===== src/rtl/led_fade_driver.sv =====
// RGB LED output stage: each colour bit sets a full/off brightness target, duties
// ramp linearly toward it one step per prescaler tick and are rendered as PWM.
module led_fade_driver #(
    parameter int PWM_BITS = 8,
    parameter int STEP_DIV = 16
) (
    input  logic       clk,
    input  logic       rst,
    input  logic [2:0] colour,
    input  logic       enable,
    output logic       led_r,
    output logic       led_g,
    output logic       led_b,
    output logic       busy
);

    localparam int PW = (STEP_DIV > 1) ? $clog2(STEP_DIV) : 1;
    localparam logic [PWM_BITS-1:0] MAX     = '1;
    localparam logic [PWM_BITS-1:0] ZERO    = '0;
    localparam logic [PWM_BITS-1:0] ONE     = PWM_BITS'(1);
    localparam logic [PW-1:0]       PRE_TOP = PW'(STEP_DIV - 1);
    localparam logic [PW-1:0]       PRE_ONE = PW'(1);

    logic [2:0]          colour_q;
    logic [PW-1:0]       pre_cnt;
    logic [PWM_BITS-1:0] pwm_cnt;
    logic [PWM_BITS-1:0] duty      [3];
    logic [PWM_BITS-1:0] duty_next [3];
    logic [PWM_BITS-1:0] tgt       [3];
    logic [2:0]          led_next;
    logic [2:0]          led_q;
    logic                busy_next;
    logic                tick;

    assign tick = (pre_cnt == PRE_TOP);

    // Steps use the registered colour, so a colour change on a tick edge is not seen yet.
    always_comb begin
        busy_next = 1'b0;
        led_next  = 3'b000;
        for (int i = 0; i < 3; i++) begin
            tgt[i]       = (colour_q[i] && enable) ? MAX : ZERO;
            duty_next[i] = duty[i];
            if (!enable) begin
                duty_next[i] = ZERO;
            end else if (tick) begin
                if (duty[i] < tgt[i]) begin
                    duty_next[i] = duty[i] + ONE;
                end else if (duty[i] > tgt[i]) begin
                    duty_next[i] = duty[i] - ONE;
                end
            end
            led_next[i] = enable && ((duty[i] == MAX) || (pwm_cnt < duty[i]));
            if (duty_next[i] != tgt[i]) begin
                busy_next = 1'b1;
            end
        end
    end

    always_ff @(posedge clk or negedge rst) begin
        if (!rst) begin
            colour_q <= 3'b000;
            pre_cnt  <= '0;
            pwm_cnt  <= '0;
            led_q    <= 3'b000;
            busy     <= 1'b0;
            for (int i = 0; i < 3; i++) begin
                duty[i] <= ZERO;
            end
        end else begin
            colour_q <= colour;
            pre_cnt  <= tick ? '0 : pre_cnt + PRE_ONE;
            pwm_cnt  <= pwm_cnt + ONE;
            led_q    <= led_next;
            busy     <= busy_next;
            for (int i = 0; i < 3; i++) begin
                duty[i] <= duty_next[i];
            end
        end
    end

    assign led_r = led_q[0];
    assign led_g = led_q[1];
    assign led_b = led_q[2];

endmodule

===== config.mk =====
export PLATFORM = sky130hd
export DESIGN_NAME = led_fade_driver
export DESIGN_NICKNAME = d
export VERILOG_FILES = /design/src/rtl/led_fade_driver.sv
export SDC_FILE = /design/constraint.sdc
export NUM_CORES = 1
export LEC_CHECK = 0
export ABC_AREA = 1
export BUFFER_PORTS_ARGS = -buffer_cell sky130_fd_sc_hd__buf_2
export CORE_MARGIN = 3
export CORE_UTILIZATION = 39
export CTS_BUF_LIST = sky130_fd_sc_hd__clkbuf_8
export DETAILED_ROUTE_END_ITERATION = 8
export GPL_TIMING_DRIVEN = 0
export PLACE_DENSITY_LB_ADDON = 0.2
export SYNTH_ARGS = -nofsm -noshare
export SYNTH_HDL_FRONTEND = slang
export SYNTH_SLANG_ARGS = --single-unit

===== constraint.sdc =====
create_clock -name clk -period 2.1 [get_ports clk]
set_clock_uncertainty 0.05 [all_clocks]
set_input_delay 0 -clock clk [delete_from_list [all_inputs] [get_ports clk]]
set_output_delay 0 -clock clk [all_outputs]
set_load 0.01 [all_outputs]

==> impl_metrics.ini, run 1 <==
[floorplanning]
die-area_mm2 = 0.0117
initial_utilization = 0.407
die_y_um = 108
num_rows = 36
die_x_um = 108
ios = 10
coreArea_mm2 = 0.00995

[synthesis]
synthFlopType = dfrtp_1
yosysSeqAreaShare = 0.265
synth_edf_count = 0
synth_cell_types = 39
synth-seq-cells = 43
async_flop_share = 1.00
syn_nets = 623
synthCells = 564
yosysWarnings = 0
avgSynthCellArea_um2 = 7.19
syn-cell-area_mm2 = 0.00406

[pwr]
ir_drop_mv = 0.272
p_per_area_mw_per_mm2 = 402
leakagePower_nw = 2.44

[global_routing]
grt_pass1_vias = 3525
track_usage = 0.187
grt_pass1_wl_um = 17400
grt_start_max_net_pins = 44
antenna_found_initial = 0
grt_overflow = 0

[critical_path]
worstPathRequired_ns = 2.24
critPathLaunchType = register
cp-end-kind = register
worstSetupPathType = reg2reg
cp.arrival_ns = 2.51
reg2reg_depth = 19
cp_max_fo = 10

[placement]
post_dp_cell_area_mm2 = 0.00427
port_buffers = 8
gp_congestion = 0.876
hpwl_um = 7730

[min_path]
hp-class = in2reg
whs_path_depth = 3

[cts]
clk_path_buf_depth = 2
root_buffer = clkbuf_8
cts_made_buffers = 5
ctsHtreeMaxLevel = 2
cts_tree = done
clock-sinks = 43
clock_latency_ns = 0.30
path_clk_slew_ns = 0.10

[sta]
setup_viol = 1
timing.fmax_mhz = 422
min_period_ns = 2.37
slew_headroom = 0.319
slew_violations = 0
tightest_slew_ns = 1.02
finalCritPeriodShare = 1.13
hold_viol_final = 0
hold_slack_ns = 0.0522
rsz0062_at_grt = true
finalSetupTns_ns = -0.270
worst_slack_ns = -0.270

[cells_and_area]
insertedDiodeCount = 0
finalNetCount = 653
final_area_mm2 = 0.00467
nFillCells = 995
syn_to_final_growth_pct = 15.2
drive_gt1_frac = 0.192
regArea_mm2 = 0.00108
multi_input_area_mm2 = 0.00282

[drt]
wire_per_inst_um = 14.3
final_antenna_net_count = 0
routed_wl_um = 10400
drc_errors = 0
drt_iter0_drc = 232
drt_pass1_iterations = 5
num_vias = 3734
via_per_inst = 5.13

[run_status]
violations = setup timing
status = finished, violations left

[flow_run]
maxCapViolations = 0
-- timing repair --
item	CTS	global route
endpoints found under the setup margin	2	10
hold endpoints to repair	46	0
pin swaps	4	1
hold buffers	4	0
gates resized for setup	14	18
buffers inserted	5	6
-- flip-flops by register name, summed over array words and instances (netlist names) --
name      count
duty         24
led_q         3
busy          1
pwm_cnt       8
colour_q      3
pre_cnt       4
-- layout by cell type, fill, tap and decap left out, types with 4 or more instances in the layout --
cell and count:
inv_2 6, nor3_1 6, nand3_1 81, xor2_1 7
inv_1 73, nor2_1 32, clkbuf_8 5, dlygate4sd3_1 4
o211ai_1 4, nor2_2 11, a21oi_1 23, ha_4 6
nand2_4 7, nor2_4 8, nand2_2 16, buf_4 13
nand3b_1 4, dfrtp_1 43, nand3_2 8, buf_2 11
nand2_1 129, ha_1 47, a21oi_2 4, nand4_1 15
-- metrics by stage --
stage	setup WS [ns]	utilization	power, mW	cells
6_report	-0.270	0.469	1.88	728
3_5_place_dp	-0.513	0.429	1.28	705
4_1_cts	-0.253	0.454	1.86	722
2_1_floorplan	0.0148	-	1.18	564
3_3_place_gp	-0.508	0.429	1.28	705
5_1_grt	-0.459	0.469	2.00	728
-- critical path, stage by stage (launching register included) --
cell     delay [ns]
dfrtp_1        0.42
nand2_4        0.16
inv_1          0.09
ha_1           0.18
inv_1          0.05
nand2_1        0.04
nand2_1        0.05
nand2_1        0.05
nand2_1        0.09
nand2_4        0.11
nand2_8        0.14
nand2_2        0.07
nand3_1        0.07
nand2_1        0.06
nor2_2         0.13
nand3_1        0.12
nor2_2         0.14
nand2_1        0.07
nand2_2        0.08
nand3_1        0.08
-- synth_stat cells, types with 2 or more instances --
library cell / n / share of area
nand3_1: 86 / 0.11
a21boi_0: 2 / 0.0037
o21ai_0: 2 / 0.0025
nand2_4: 3 / 0.0083
xor2_1: 7 / 0.015
o21ai_2: 2 / 0.0043
o211ai_1: 4 / 0.0074
nor2_4: 5 / 0.014
nor3_2: 3 / 0.0074
dfrtp_1: 43 / 0.27
nand2_1: 136 / 0.13
a21oi_2: 2 / 0.0043
nand3b_1: 4 / 0.0074
nand3_2: 3 / 0.0074
inv_2: 6 / 0.0056
nand4_1: 15 / 0.023
inv_1: 73 / 0.068
o21ai_1: 2 / 0.0025
a21o_1: 3 / 0.0056
buf_4: 3 / 0.0056
nor3_1: 6 / 0.0074
nand2_2: 14 / 0.022
a21oi_1: 25 / 0.031
nor2_1: 36 / 0.033
a21oi_4: 2 / 0.0080
buf_2: 3 / 0.0037
ha_1: 53 / 0.16
nor2_2: 10 / 0.015
-- final timing paths --
kind / startpoint / to / slack, ns
max in group asynchronous: rst / pwm_cnt[7] / 1.00
setup / recovery: colour_q[1] / busy / -0.27
min in group asynchronous: rst / colour_q[0] / 0.36
setup reg to reg: colour_q[1] / busy / -0.27
hold reg to reg: pre_cnt[1] / pre_cnt[1] / 0.45
hold / removal: enable / duty[8] / 0.05
-- area by class of cell --
class	count	area share
buffer	7	0.00884
clock buffer	5	0.0147
clock inverter	3	0.00428
inverter	81	0.0653
multi-input combinational	433	0.603
sequential	43	0.230
tap	133	0.0356
timing repair buffer	23	0.0375
-- kinds of logic after synthesis --
group                    synth area share
AO/OA/AOI/OAI                      0.0753
adder cells (fa/ha/maj)             0.164
AND/OR/NAND/NOR                     0.393
XOR/XNOR                           0.0173
flip-flops                          0.265
buffers and inverters              0.0855
-- routing by layer --
layer  up-vias  wire length, um  GRT usage
met4         0              116     0.0379
met2        98             4770      0.305
met1      1714             4910      0.266
met3         8              576     0.0269
met5         -                0          0
li1       1914                -          -
-- report_power, final --
group	leakage (nW)	switching [mW]	internal (mW)
registers	0.564	0.0235	0.845
logic	1.83	0.298	0.161
clock network	0.0402	0.317	0.232
(Power assumes the default switching activity.)
==> inputs of run 2 (changes only) <==
--- a/config.mk
+++ b/config.mk
@@ -9,7 +9,7 @@
 export BUFFER_PORTS_ARGS = -buffer_cell sky130_fd_sc_hd__buf_2
 export CORE_MARGIN = 3
 export CORE_UTILIZATION = 39
-export CTS_BUF_LIST = sky130_fd_sc_hd__clkbuf_8
+export CTS_BUF_LIST = sky130_fd_sc_hd__clkbuf_2
 export DETAILED_ROUTE_END_ITERATION = 8
 export GPL_TIMING_DRIVEN = 0
 export PLACE_DENSITY_LB_ADDON = 0.2
==> run 2 against run 1 <==
Effect of this change:
- the flow still finishes with violations (setup timing)
- combinational power increased by 15%
- global-route usage increased by 0.28 points
- design area increased by 4.7%
- maximum frequency decreased by 4.0%
- non-clock buffer count increased by 3
- highest routed layer unchanged
==> impl_metrics.ini, run 2 (synthesis results as in run 1) <==
[cells_and_area]
drive_gt1_frac = 0.237
insertedDiodeCount = 0
nFillCells = 952
syn_to_final_growth_pct = 20.6
layout_commonest_cell = nand2_1
reg_top3 = duty x24, pwm_cnt x8, pre_cnt x4
regArea_mm2 = 0.00108
final_cell_mix = nand2_1 (119), nand3_1 (78), inv_1 (72), dfrtp_1 (42), ha_1 (41)
finalNetCount = 658
post-route-util = 0.491
largest_reg_flops = 24
regMostFlops = duty
multi_input_area_mm2 = 0.00303

[global_routing]
grt_pass1_vias = 3535
grt_start_max_net_pins = 44
antenna_found_initial = 0
grt_pass1_wl_um = 17500
track_usage = 0.190
grt_overflow = 0

[critical_path]
crit_path_top_delay_cell = dfrtp_1
critPathBufInv = 0
worstPathRequired_ns = 2.40
cp_max_fo = 8
worstSetupPathType = reg2reg
reg2reg_slack_ns = -0.37
critPathLaunchType = register
cp.arrival_ns = 2.77
cp-end-kind = register
critical_path.cell_chain = nand2_4 -> ha_4 -> a21o_4 -> nor2_8 -> nand2_8 -> nand2_4 -> nand3_4 -> nand2_2 -> nand2_2 -> nor2_2 -> nand2_1 -> nor2_2 -> nand2_1 -> nand2_2 -> nand3_2
cp_slowest_stage_delay_ns = 0.47
crit_top_cell = nand2_2
cpLargestDelayFamily = simple AND/OR/NAND/NOR gates

[pwr]
leakagePower_nw = 2.49
seqPwrFrac = 0.490
ir_drop_mv = 0.242
p_per_area_mw_per_mm2 = 364
power_mw = 1.78
power.switching_mw = 0.661
p_int_mw = 1.12
clkPwrFrac = 0.215
p_comb_frac = 0.295
p_sw_frac = 0.371

[run_status]
status = finished, violations left
violations = setup timing

[sta]
finalSetupTns_ns = -0.369
worst_slack_ns = -0.369
setup_viol = 1
rsz0062_at_grt = true
slew_violations = 0
hold_viol_final = 0
timing.fmax_mhz = 405
tightest_slew_ns = 1.03
min_period_ns = 2.47
slew_headroom = 0.312
finalCritPeriodShare = 1.18
hold_slack_ns = 0.0457

[floorplanning]
die_y_um = 108
die_x_um = 108
coreArea_mm2 = 0.00995
die-area_mm2 = 0.0117
ios = 10
initial_utilization = 0.407
num_rows = 36

[drt]
drt_pass1_iterations = 5
drc_errors = 0
wire_per_inst_um = 14.7
final_antenna_net_count = 0
num_vias = 3823
via_per_inst = 5.22
routed_wl_um = 10800
drt_iter0_drc = 244

[cts]
root_buffer = clkbuf_2
cts_tree = done
ctsHtreeMaxLevel = 2
path_clk_slew_ns = 0.26
clock-sinks = 43
cts_made_buffers = 5
clk_path_buf_depth = 2
clock_latency_ns = 0.42

[placement]
port_buffers = 8
gp_congestion = 0.876
hpwl_um = 7730

[flow_run]
maxCapViolations = 0

[min_path]
hp-class = in2reg
[run 2: cell types whose count changed in the layout (fill, tap and decap cells not counted), sizes merged]
| cell | change |
|---|---|
| nand2 | +2 |
| dlygate4sd3 | +1 |
| buf | +2 |
[run 2: path summary, 6_finish.rpt]
path	endpoint	cells past startpoint	from
setup / recovery	busy	15	colour_q[1]
hold / removal	led_q[0]	3	enable
setup reg to reg	busy	15	colour_q[1]
hold reg to reg	pre_cnt[1]	1	pre_cnt[1]
max in group asynchronous	duty[8]	2	rst
min in group asynchronous	duty[23]	2	rst
[run 2: power groups by stage]
stage / Combinational, mW / Sequential, mW / Clock [mW]
floorplan: 0.299 / 0.879 / 0
CTS: 0.430 / 0.870 / 0.406
detailed placement: 0.399 / 0.882 / 0
finish: 0.526 / 0.873 / 0.383
global route: 0.590 / 0.877 / 0.448
global placement: 0.392 / 0.883 / 0
[run 2: per-stage QoR]
step	instance area (um2)	setup slack (ns)	cells
2_1_floorplan	4060	0.0148	564
3_3_place_gp	4270	-0.508	705
3_5_place_dp	4270	-0.513	705
4_1_cts	4480	-0.288	723
5_1_grt	4890	-0.498	733
6_report	4890	-0.369	733
[run 2: cell type report]
class                      count  area share
timing repair buffer          26      0.0465
clock buffer                   5     0.00512
sequential                    43       0.220
buffer                         7     0.00844
inverter                      81      0.0624
clock inverter                 3     0.00409
multi-input combinational    435       0.619
tap                          133      0.0340
[run 2: tightest hold or removal path: cells and delay by family]
family,cells,cell delay (ns)
compound gates,1,0.10
buf+inv,2,0.40
[run 2: timing repair]
action,in CTS,in global routing
setup endpoints to repair,5,13
setup buffers,5,8
pin swaps,4,38
hold buffers,5,0
endpoints found under the hold margin,50,0
resized for setup,13,59
cloned,0,2
[run 2: layer usage]
metal,global-route usage,up-vias,share of wire
met5,0,-,0
li1,-,1929,-
met4,0.0397,0,0.015
met1,0.268,1790,0.48
met3,0.0269,15,0.041
met2,0.311,89,0.47
